<file path="src/rtl/mul_seq.sv">
// Sequential radix-2 shift-add multiplier giving a 2*DSZ-bit signed or unsigned product.
// Latency: done on the DSZ+2-th edge counting the start edge; with MUL_EARLY_EXIT_EN it is |y| MSB index + 3 (2 when |y|==0).
// Backpressure: start is taken only in IDLE (bsy low), so a start while busy is dropped; p holds until the next FIX.
module mul_seq #(
    parameter int DSZ = 32
) (
    input  logic             clk,
    input  logic             rst_n,
    input  logic             start,
    input  logic             sgn,
    input  logic [DSZ-1:0]   x,
    input  logic [DSZ-1:0]   y,
    output logic             bsy,
    output logic             done,
    output logic [2*DSZ-1:0] p
);
    localparam int CW = $clog2(DSZ);

    typedef enum logic [1:0] {IDLE, RUN, FIX} state_t;

    state_t           state, state_nxt;
    logic [2*DSZ-1:0] acc, mc, acc_add;
    logic [DSZ-1:0]   mp, mp_sh, x_mag, y_mag;
    logic             neg;
    logic [CW-1:0]    cnt;

    // Operands become magnitudes in signed mode; -2^(DSZ-1) maps to 2^(DSZ-1), which fits unsigned.
    assign x_mag   = (sgn && x[DSZ-1]) ? -x : x;
    assign y_mag   = (sgn && y[DSZ-1]) ? -y : y;
    assign acc_add = acc + (mp[0] ? mc : '0);
    assign mp_sh   = mp >> 1;

    always_ff @(posedge clk or negedge rst_n) begin
        if (!rst_n) begin
            state <= IDLE;
        end else begin
            state <= state_nxt;
        end
    end

    always_comb begin
        state_nxt = state;
        case (state)
            IDLE: begin
                if (start) begin
`ifdef MUL_EARLY_EXIT_EN
                    state_nxt = (y_mag == '0) ? FIX : RUN;
`else
                    state_nxt = RUN;
`endif
                end
            end
            RUN: begin
                if (cnt == '0) begin
                    state_nxt = FIX;
                end
`ifdef MUL_EARLY_EXIT_EN
                // No multiplier bits left means every remaining step would add zero.
                else if (mp_sh == '0) begin
                    state_nxt = FIX;
                end
`endif
            end
            FIX:     state_nxt = IDLE;
            default: state_nxt = IDLE;
        endcase
    end

    always_ff @(posedge clk or negedge rst_n) begin
        if (!rst_n) begin
            acc  <= '0;
            mc   <= '0;
            mp   <= '0;
            neg  <= 1'b0;
            cnt  <= '0;
            bsy  <= 1'b0;
            done <= 1'b0;
            p    <= '0;
        end else begin
            done <= 1'b0;
            case (state)
                IDLE: begin
                    if (start) begin
                        mc  <= {{DSZ{1'b0}}, x_mag};
                        mp  <= y_mag;
                        neg <= sgn & (x[DSZ-1] ^ y[DSZ-1]);
                        acc <= '0;
                        cnt <= CW'(DSZ - 1);
                        bsy <= 1'b1;
                    end
                end
                RUN: begin
                    acc <= acc_add;
                    mc  <= mc << 1;
                    mp  <= mp_sh;
                    cnt <= cnt - 1'b1;
                end
                FIX: begin
                    p    <= neg ? -acc : acc;
                    bsy  <= 1'b0;
                    done <= 1'b1;
                end
                default: ;
            endcase
        end
    end
endmodule

</file>
<file path="config.mk">
export PLATFORM = sky130hd
export DESIGN_NAME = mul_seq
export DESIGN_NICKNAME = d
export VERILOG_FILES = /design/src/rtl/mul_seq.sv
export SDC_FILE = /design/constraint.sdc
export NUM_CORES = 1
export LEC_CHECK = 0
export CAP_MARGIN = 20
export CORE_MARGIN = 3
export CORE_UTILIZATION = 55
export CTS_BUF_LIST = sky130_fd_sc_hd__clkbuf_8
export DETAILED_ROUTE_END_ITERATION = 16
export GPL_ROUTABILITY_DRIVEN = 1
export HOLD_SLACK_MARGIN = 0.1
export PLACE_DENSITY = 0.87
export SLEW_MARGIN = 20
export SYNTH_ARGS = -nofsm -noshare
export SYNTH_HDL_FRONTEND = slang
export SYNTH_SLANG_ARGS = --single-unit
</file>
<file path="constraint.sdc">
create_clock -name clk -period 6.6 [get_ports clk]
set_clock_uncertainty 0.05 [all_clocks]
set_input_delay 1.32 -clock clk [delete_from_list [all_inputs] [get_ports clk]]
set_output_delay 1.32 -clock clk [all_outputs]
set_load 0.1 [all_outputs]
</file>
Word-level counts from Yosys, hierarchy flattened. Index checks and enable logic that the tools add are counted.

Word-level logic and storage cells: 48. Flip-flop bits (word level): 234. Input bits: 68. Output and inout port bits: 66.

$add $sub $neg: 5. Bitwise gates (word level): 2. Equal/unequal tests: 4. Multiplexer cells: 18. Reductions and logical operators: 10.

Operator list (number): $mux W64 (4); $pmux W64 S2 (2); $mux W32 (3); $add A64 B64 Y64 (1); $neg A32 Y32 (2); $neg A64 Y64 (1); $pmux W32 S2 (1); $pmux W5 S2 (1); $reduce_and A2 Y1 (4); $logic_not A5 Y1 (1); $mux W5 (1); $sub A5 B1 Y5 const B (1); $mux W2 (2); $ne A2 B2 Y1 const B (2); $pmux W2 S2 (1); $reduce_bool A2 Y1 (2); $eq A2 B1 Y1 const B (1); $eq A2 B2 Y1 const B (1); $logic_and A1 B1 Y1 (2); $logic_not A2 Y1 (1); $mux W1 (2); $pmux W1 S2 (1); $and A1 B1 Y1 (1); $xor A1 B1 Y1 (1).

Logic depth before layout (Yosys ltp).
Depth after elaboration: 4. Gate-level depth with buffers: 16. Mapped depth without buffers: 14.

Worst setup path before layout. OpenSTA, ideal clock, no wires.

Kind: register to register. Start: reg mp[0]. End: reg acc[60]. Period minus slack after synthesis: 3.680 ns. Buffers on the path: 2. Path slack: 2.920 ns. Setup time: 0.133 ns. Data arrival time: 3.497 ns. Required time: 6.417 ns. Stages on the path, launching flop included: 17. Cells stage by stage: dfrtp_1 > clkbuf_1 > clkbuf_1 > and2_1 > ha_1 > inv_1 > fa_1 > nand2b_1 > a21oi_1 > a41oi_1 > nor4_1 > o311ai_0 > a21oi_1 > o221ai_1 > o41ai_2 > xnor2_1 > o21ai_0.

Word-level cells in the longest chain between the ends: 3.

Ends and longest elaborated chain: from (decl) (line 23) `logic [DSZ-1:0] mp, mp_sh, x_mag, y_mag;`; from (signal assigned) (line 85) `mp <= y_mag;`; from (signal assigned) (line 95) `mp <= mp_sh;`; $mux W64 (line 30) `assign acc_add = acc + (mp[0] ? mc : '0);`; $add A64 B64 Y64 (line 30); $pmux W64 S2 (line 81) `case (state)`; to (signal assigned) (line 71) `acc <= '0;`; to (signal assigned) (line 87) `acc <= '0;`; to (signal assigned) (line 93) `acc <= acc_add;`; to (decl) (line 22) `logic [2*DSZ-1:0] acc, mc, acc_add;`.

No other way between the ends. A chain may end at the register's enable or synchronous reset.

Worst setup path in the final report.
Start: reg mp[0]. End: reg acc[50].

The elaborated chain is that of the path after synthesis.

==> out/metrics.cfg <==
[grt]
grt_pass1_vias=13300
grt_pass1_wl_um=68400
grtUsageMet1_pct=40.1
met2_usage_pct=41.0
grt_usage_pct=27.0
grt-ovfl-total=0
top_usage_layer=met2
gr-usage-met3_pct=4.42
grt_antenna_before_repair=0
grt_max_degree=131

[outcome]
status=finished, final reports clean

[clocking]
clkSinkCount=234
cts_root_buf=clkbuf_8
cts_buffer_depth=3
postCtsSetupRepairBufs=0
cts_buffers=40
cts_hold_buf=0
path_clk_slew_ns=0.06
cts_tree=built
cts_resized=0
cts_max_level=2
clock_latency_ns=0.55

[worst_setup_path]
critPathArrivalTime_ns=4.50
critPathCaptureType=register
setup.worst_path.start_class=register
required_ns=6.99
cp_max_fo=11
critical_path_class=register to register

[logic_synthesis]
synth.cell_area_um2=15500
async_reset_ff_share_pct=100
yosysSeqAreaShare_pct=37.8
synth_edf_count=0
syn_inst=1818
ys.flop_type=dfrtp_1
synthDistinctLibCells=73
yosysWarningCount=0
synth-seq-cells=234
syn_avg_cell_area_um2=8.52
syn_nets=1955

[sta]
post-route-min-period_ns=4.11
fin_crit_sh_pct=62.2
worst_pin_slew_ns=1.04
slew_viol_final=0
slew_headroom_pct=30.8
finalWorstSetupSlack_ns=2.49
finalSetupViolations=0
fmax_mhz=243
fin_tns_setup_ns=0
grt_setup_unrepaired=no
finalHoldViolCount=0

[place]
place_ws_ns=2.31
port_buffers=133
dpl_cell_area_um2=17000
gp_congestion=0.997
dp.final_hpwl_um=30200

[power]
power.density_nw_per_um2=443
ir_drop_v=0.000183
intPower_uw=4290
p_comb_share_pct=50.1
switchingPower_uw=3640
p_clk_share_pct=17.6
p_leak_uw=0.00762
switching_share_pct=45.9
seqPwrFrac_pct=32.3

[routing]
drt_first_pass_iters=6
routedWlPerCell_um=17.9
wl_um=41300
ant_nets=0
drc=0
first_iter_violations=1470
via_per_inst=6.10
vias=14100

[finish]
layout_common_cells=257 x nand2_1, 233 x o21ai_0, 233 x dfrtp_1
postLayoutCellArea_um2=17900
diodes=0
area_growth_pct=15.7
final_common_cell=nand2_1
drive_above_1_share_pct=5.33
nFillCells=2200
nets=2040

[hold_path]
min_path_type=register to register

[floorplanning]
die_h_um=174
rows=60
start_util_pct=56.7
coreArea_um2=27300
ios=134
die_x_um=174
die-area_um2=30200

[job]
maxCapViolCount=0

## cells in the mapped netlist, drive strengths merged, types with 12 or more instances
| cell | n | area [um^2] |
|---|---|---|
| or3 | 12 | 85.1 |
| and2 | 76 | 475 |
| o41ai | 14 | 130 |
| xor2 | 107 | 937 |
| o21bai | 13 | 97.6 |
| nand4 | 23 | 144 |
| a31oi | 12 | 75.1 |
| dfrtp | 234 | 5860 |
| a21o | 28 | 210 |
| ha | 68 | 851 |
| a22oi | 46 | 345 |
| xnor2 | 67 | 587 |
| or4 | 15 | 120 |
| nand3 | 17 | 95.1 |
| a21oi | 114 | 571 |
| a22o | 36 | 317 |
| o31ai | 25 | 201 |
| nor3 | 29 | 150 |
| nor2 | 95 | 357 |
| clkbuf | 93 | 350 |
| inv | 24 | 90.1 |
| o22ai | 34 | 213 |
| and3 | 14 | 87.6 |
| nand2b | 14 | 87.6 |
| nor4 | 15 | 115 |
| o21ai | 237 | 1190 |
| nand2 | 259 | 972 |
## cell families (layout without fill, tap and decap cells)
family                   after synthesis  count (layout)  share of synthesized area, %
AND/OR/NAND/NOR                      595             595                          18.6
adder cells (fa/ha/maj)               69              69                          5.62
AO/OA/AOI/OAI                        620             620                          25.0
buffers and inverters                125             241                          3.05
XOR/XNOR                             174             174                          9.84
flip-flops                           234             234                          37.8
multiplexers                           1               1                        0.0646
## final timing paths
path | startpoint | end | slack, ns | cells past startpoint
max | mp[0] | acc[50] | 2.49 | 14
min | p[21] | p[21] | 0.43 | 2
max reg2reg | mp[0] | acc[50] | 2.49 | 14
min reg2reg | p[21] | p[21] | 0.43 | 2
max in group asynchronous | rst_n | mp[3] | 4.38 | 2
min in group asynchronous | rst_n | mc[13] | 0.78 | 1
## stage by stage
step	total power [uW]	hold slack, ns	std cells	util, %
5_1_grt	8550	0.449	2306	65.6
2_1_floorplan	5410	0.414	1818	-
3_5_place_dp	6470	0.421	2232	62.3
6_report	7940	0.426	2306	65.6
3_3_place_gp	6350	0.411	2232	62.3
4_1_cts	7890	0.432	2305	65.5
## layout make-up
cell class	instances	area, um^2	area share, %
timing repair buffer	144	1450	8.10
clock inverter	21	150	0.838
clock buffer	52	716	3.99
inverter	24	90.1	0.503
tap	372	465	2.60
multi-input combinational	1459	9190	51.3
sequential	234	5860	32.7
## metal layers
metal | wire length [um] | part of all wire, %
met4 | 779 | 1.9
met5 | 0 | 0
met1 | 18900 | 46
met2 | 18200 | 44
met3 | 3370 | 8.2
## power by group through the flow
stage	Sequential [uW]	Clock, uW	Combinational, uW
floorplan	2550	0	2860
global placement	2540	0	3810
detailed placement	2570	0	3900
CTS	2550	1420	3930
global route	2630	1490	4430
finish	2560	1400	3980
## worst max-delay path: stages, from the launching register on
cell,delay (ns)
dfrtp_1,0.47
and2_1,0.17
ha_1,0.17
inv_1,0.06
fa_1,0.37
nand2b_1,0.19
a21oi_1,0.25
a41oi_1,0.26
o21bai_1,0.34
o31a_1,0.23
a21oi_1,0.11
o21ai_0,0.68
o211ai_1,0.21
and3_1,0.22
o31ai_1,0.20
## flip-flops by register name, indices dropped and copies added (netlist names)
register and flops:
neg 1, mc 64, mp 32, cnt 5, bsy 1, p 64, state 2, done 1
acc 64
(Power assumes the default switching activity.)
==> variant: new RTL, same settings <==
Build with the macro `MUL_EARLY_EXIT_EN` defined.
--- a/src/rtl/mul_seq.sv
+++ b/src/rtl/mul_seq.sv
@@ -1,6 +1,8 @@
 // Sequential radix-2 shift-add multiplier giving a 2*DSZ-bit signed or unsigned product.
 // Latency: done on the DSZ+2-th edge counting the start edge; with MUL_EARLY_EXIT_EN it is |y| MSB index + 3 (2 when |y|==0).
 // Backpressure: start is taken only in IDLE (bsy low), so a start while busy is dropped; p holds until the next FIX.
+`define MUL_EARLY_EXIT_EN
+
 module mul_seq #(
     parameter int DSZ = 32
 ) (
Function: changed (Yosys sat finds a counterexample within 4 cycles, from zero or initial values and one cycle with rst_n low).
==> variant against the unedited design <==
  * Sequential cell count unchanged
  * Non-clock buffer count increased by 1
  * Routed wire length decreased by 1.8%
  * Final area increased by 1.2%
  * Global-route usage decreased by 0.63 points
  * Synthesized area increased by 0.92%
  * Clock power increased by 17%
  * Power increased by 5.9%
  * Sequential share of layout area decreased by 0.39 points
  * Die area increased by 0.89%
  * Final cell count increased by 0.65%
  * Critical path depth increased by 1
  * Setup slack got worse by 0.40 ns
  * Critical path type unchanged
  * Critical endpoint is now acc[62]$_DFFE_PN0P_
==> variant: results (changes against the unedited design) <==
metric	value	unit	change
status	complete, no violations		
synth.distinct_cells	74		+1.4%
wl_met1	18400	um	-2.4%
first_pass_iters	7		+1
nClkBuffers	47		-9.6%
ys_top_cells_by_count	nand2_1 (264), dfrtp_1 (234), o21ai_0 (213), xor2_1 (117), clkbuf_1 (104)		
clock_area_frac	0.0552		+0.00687
inv_count	29		+21%
multi_input_comb_area	0.00926	mm2	+0.73%
buffers	145		+0.69%
met2_usage	0.428		+0.0176
ys_top_cells_by_area	dfrtp_1 (37%), o21ai_0 (6.8%), xor2_1 (6.6%)		
grt_pass1_vias	13700		+3.0%
first_iter_violations	1153		-22%
peakVddDrop	0.000309	V	+69%
vias_per_cell	6.05		-0.83%
leakage	7.91	nW	+3.7%
gp_congestion	0.989		-0.79%
slowest_delay	0.64	ns	-0.04 ns
grt_max_degree	141		+7.6%
buffer_area_frac	0.0793		-0.00166
grt_usage	0.263		-0.00625
final_area	0.0181	mm2	+1.2%
worstPathArrival	4.86	ns	+0.36 ns
grt_use_met1	0.373		-0.0285
met3_length	2650	um	-21%
ys.warnings.count	0		unchanged
syn_inst	1837		+1.0%
place_area	0.0171	mm2	+0.69%
wl_per_cell	17.5	um	-2.4%
dpl.cell_count	2249		+0.76%
fin_nets	2050		+0.49%
fill_cells	2283		+3.8%
post_cts_resized	0		unchanged
multi_input_cells	1463		+0.27%
hpwl	29200	um	-3.2%
use_met3	0.0365		-0.00776
dr_wl_met2	18700	um	+2.4%
syn-num-nets	1974		+0.97%
ys_seq_area_frac	0.375		-0.00345
cp_slowest_cell	o41ai_2		
grt_remaining_overflow	0		unchanged
path_max_fanout	18		+7
worst_slew_pin_slew	1.07	ns	+0.0337 ns
seq_cell_count	234		unchanged
grt_pass1_wl	67800	um	-0.85%
drive_gt1_frac	0.0561		+0.00284
[variant: changes by cell type after synthesis, moves of 11 or more]
| cell | delta |
|---|---|
| o21ai_1 | +53 |
| o22ai_1 | -32 |
| o21ai_0 | -21 |
| nor2_1 | -19 |
| a22oi_1 | +13 |
| a21oi_1 | -12 |
| clkbuf_1 | +12 |
| nand3_1 | +11 |
[variant: worst paths after layout]
| check | start | to | slack, ns | cells past startpoint |
|---|---|---|---|---|
| setup / recovery | mp[0]$_DFFE_PN0P_ | acc[62]$_DFFE_PN0P_ | 2.09 | 15 |
| hold / removal | p[25]$_DFFE_PN0P_ | p[25]$_DFFE_PN0P_ | 0.43 | 2 |
| setup reg to reg | mp[0]$_DFFE_PN0P_ | acc[62]$_DFFE_PN0P_ | 2.09 | 15 |
| hold reg to reg | p[25]$_DFFE_PN0P_ | p[25]$_DFFE_PN0P_ | 0.43 | 2 |
| max in group asynchronous | rst_n | p[55]$_DFFE_PN0P_ | 4.61 | 2 |
| min in group asynchronous | rst_n | p[4]$_DFFE_PN0P_ | 0.72 | 1 |
[variant: critical path: cells and delay by family (launching register included)]
family	cells	cell delay [ns]
AOI/OAI and AO/OA	9	2.50
adders and majority gates	2	0.61
DFF	1	0.59
and+or+nand+nor	2	0.40
xor gates and xnor gates	1	0.15
buffers and inverters	1	0.07
[variant: power breakdown]
group | internal, mW | switching [mW] | total, mW
registers | 1.93 | 0.521 | 2.46
logic | 1.27 | 3.03 | 4.31
clock network | 1.01 | 0.631 | 1.64
[variant: cell families (layout without fill, tap and decap cells)]
group,Yosys count,count (layout),synth area share
compound gates,614,614,0.244
xor+xnor,183,183,0.103
fa+ha+maj,69,69,0.0557
buf+inv,140,246,0.0338
flops,234,234,0.375
mux,5,5,0.00320
simple gates,592,592,0.186
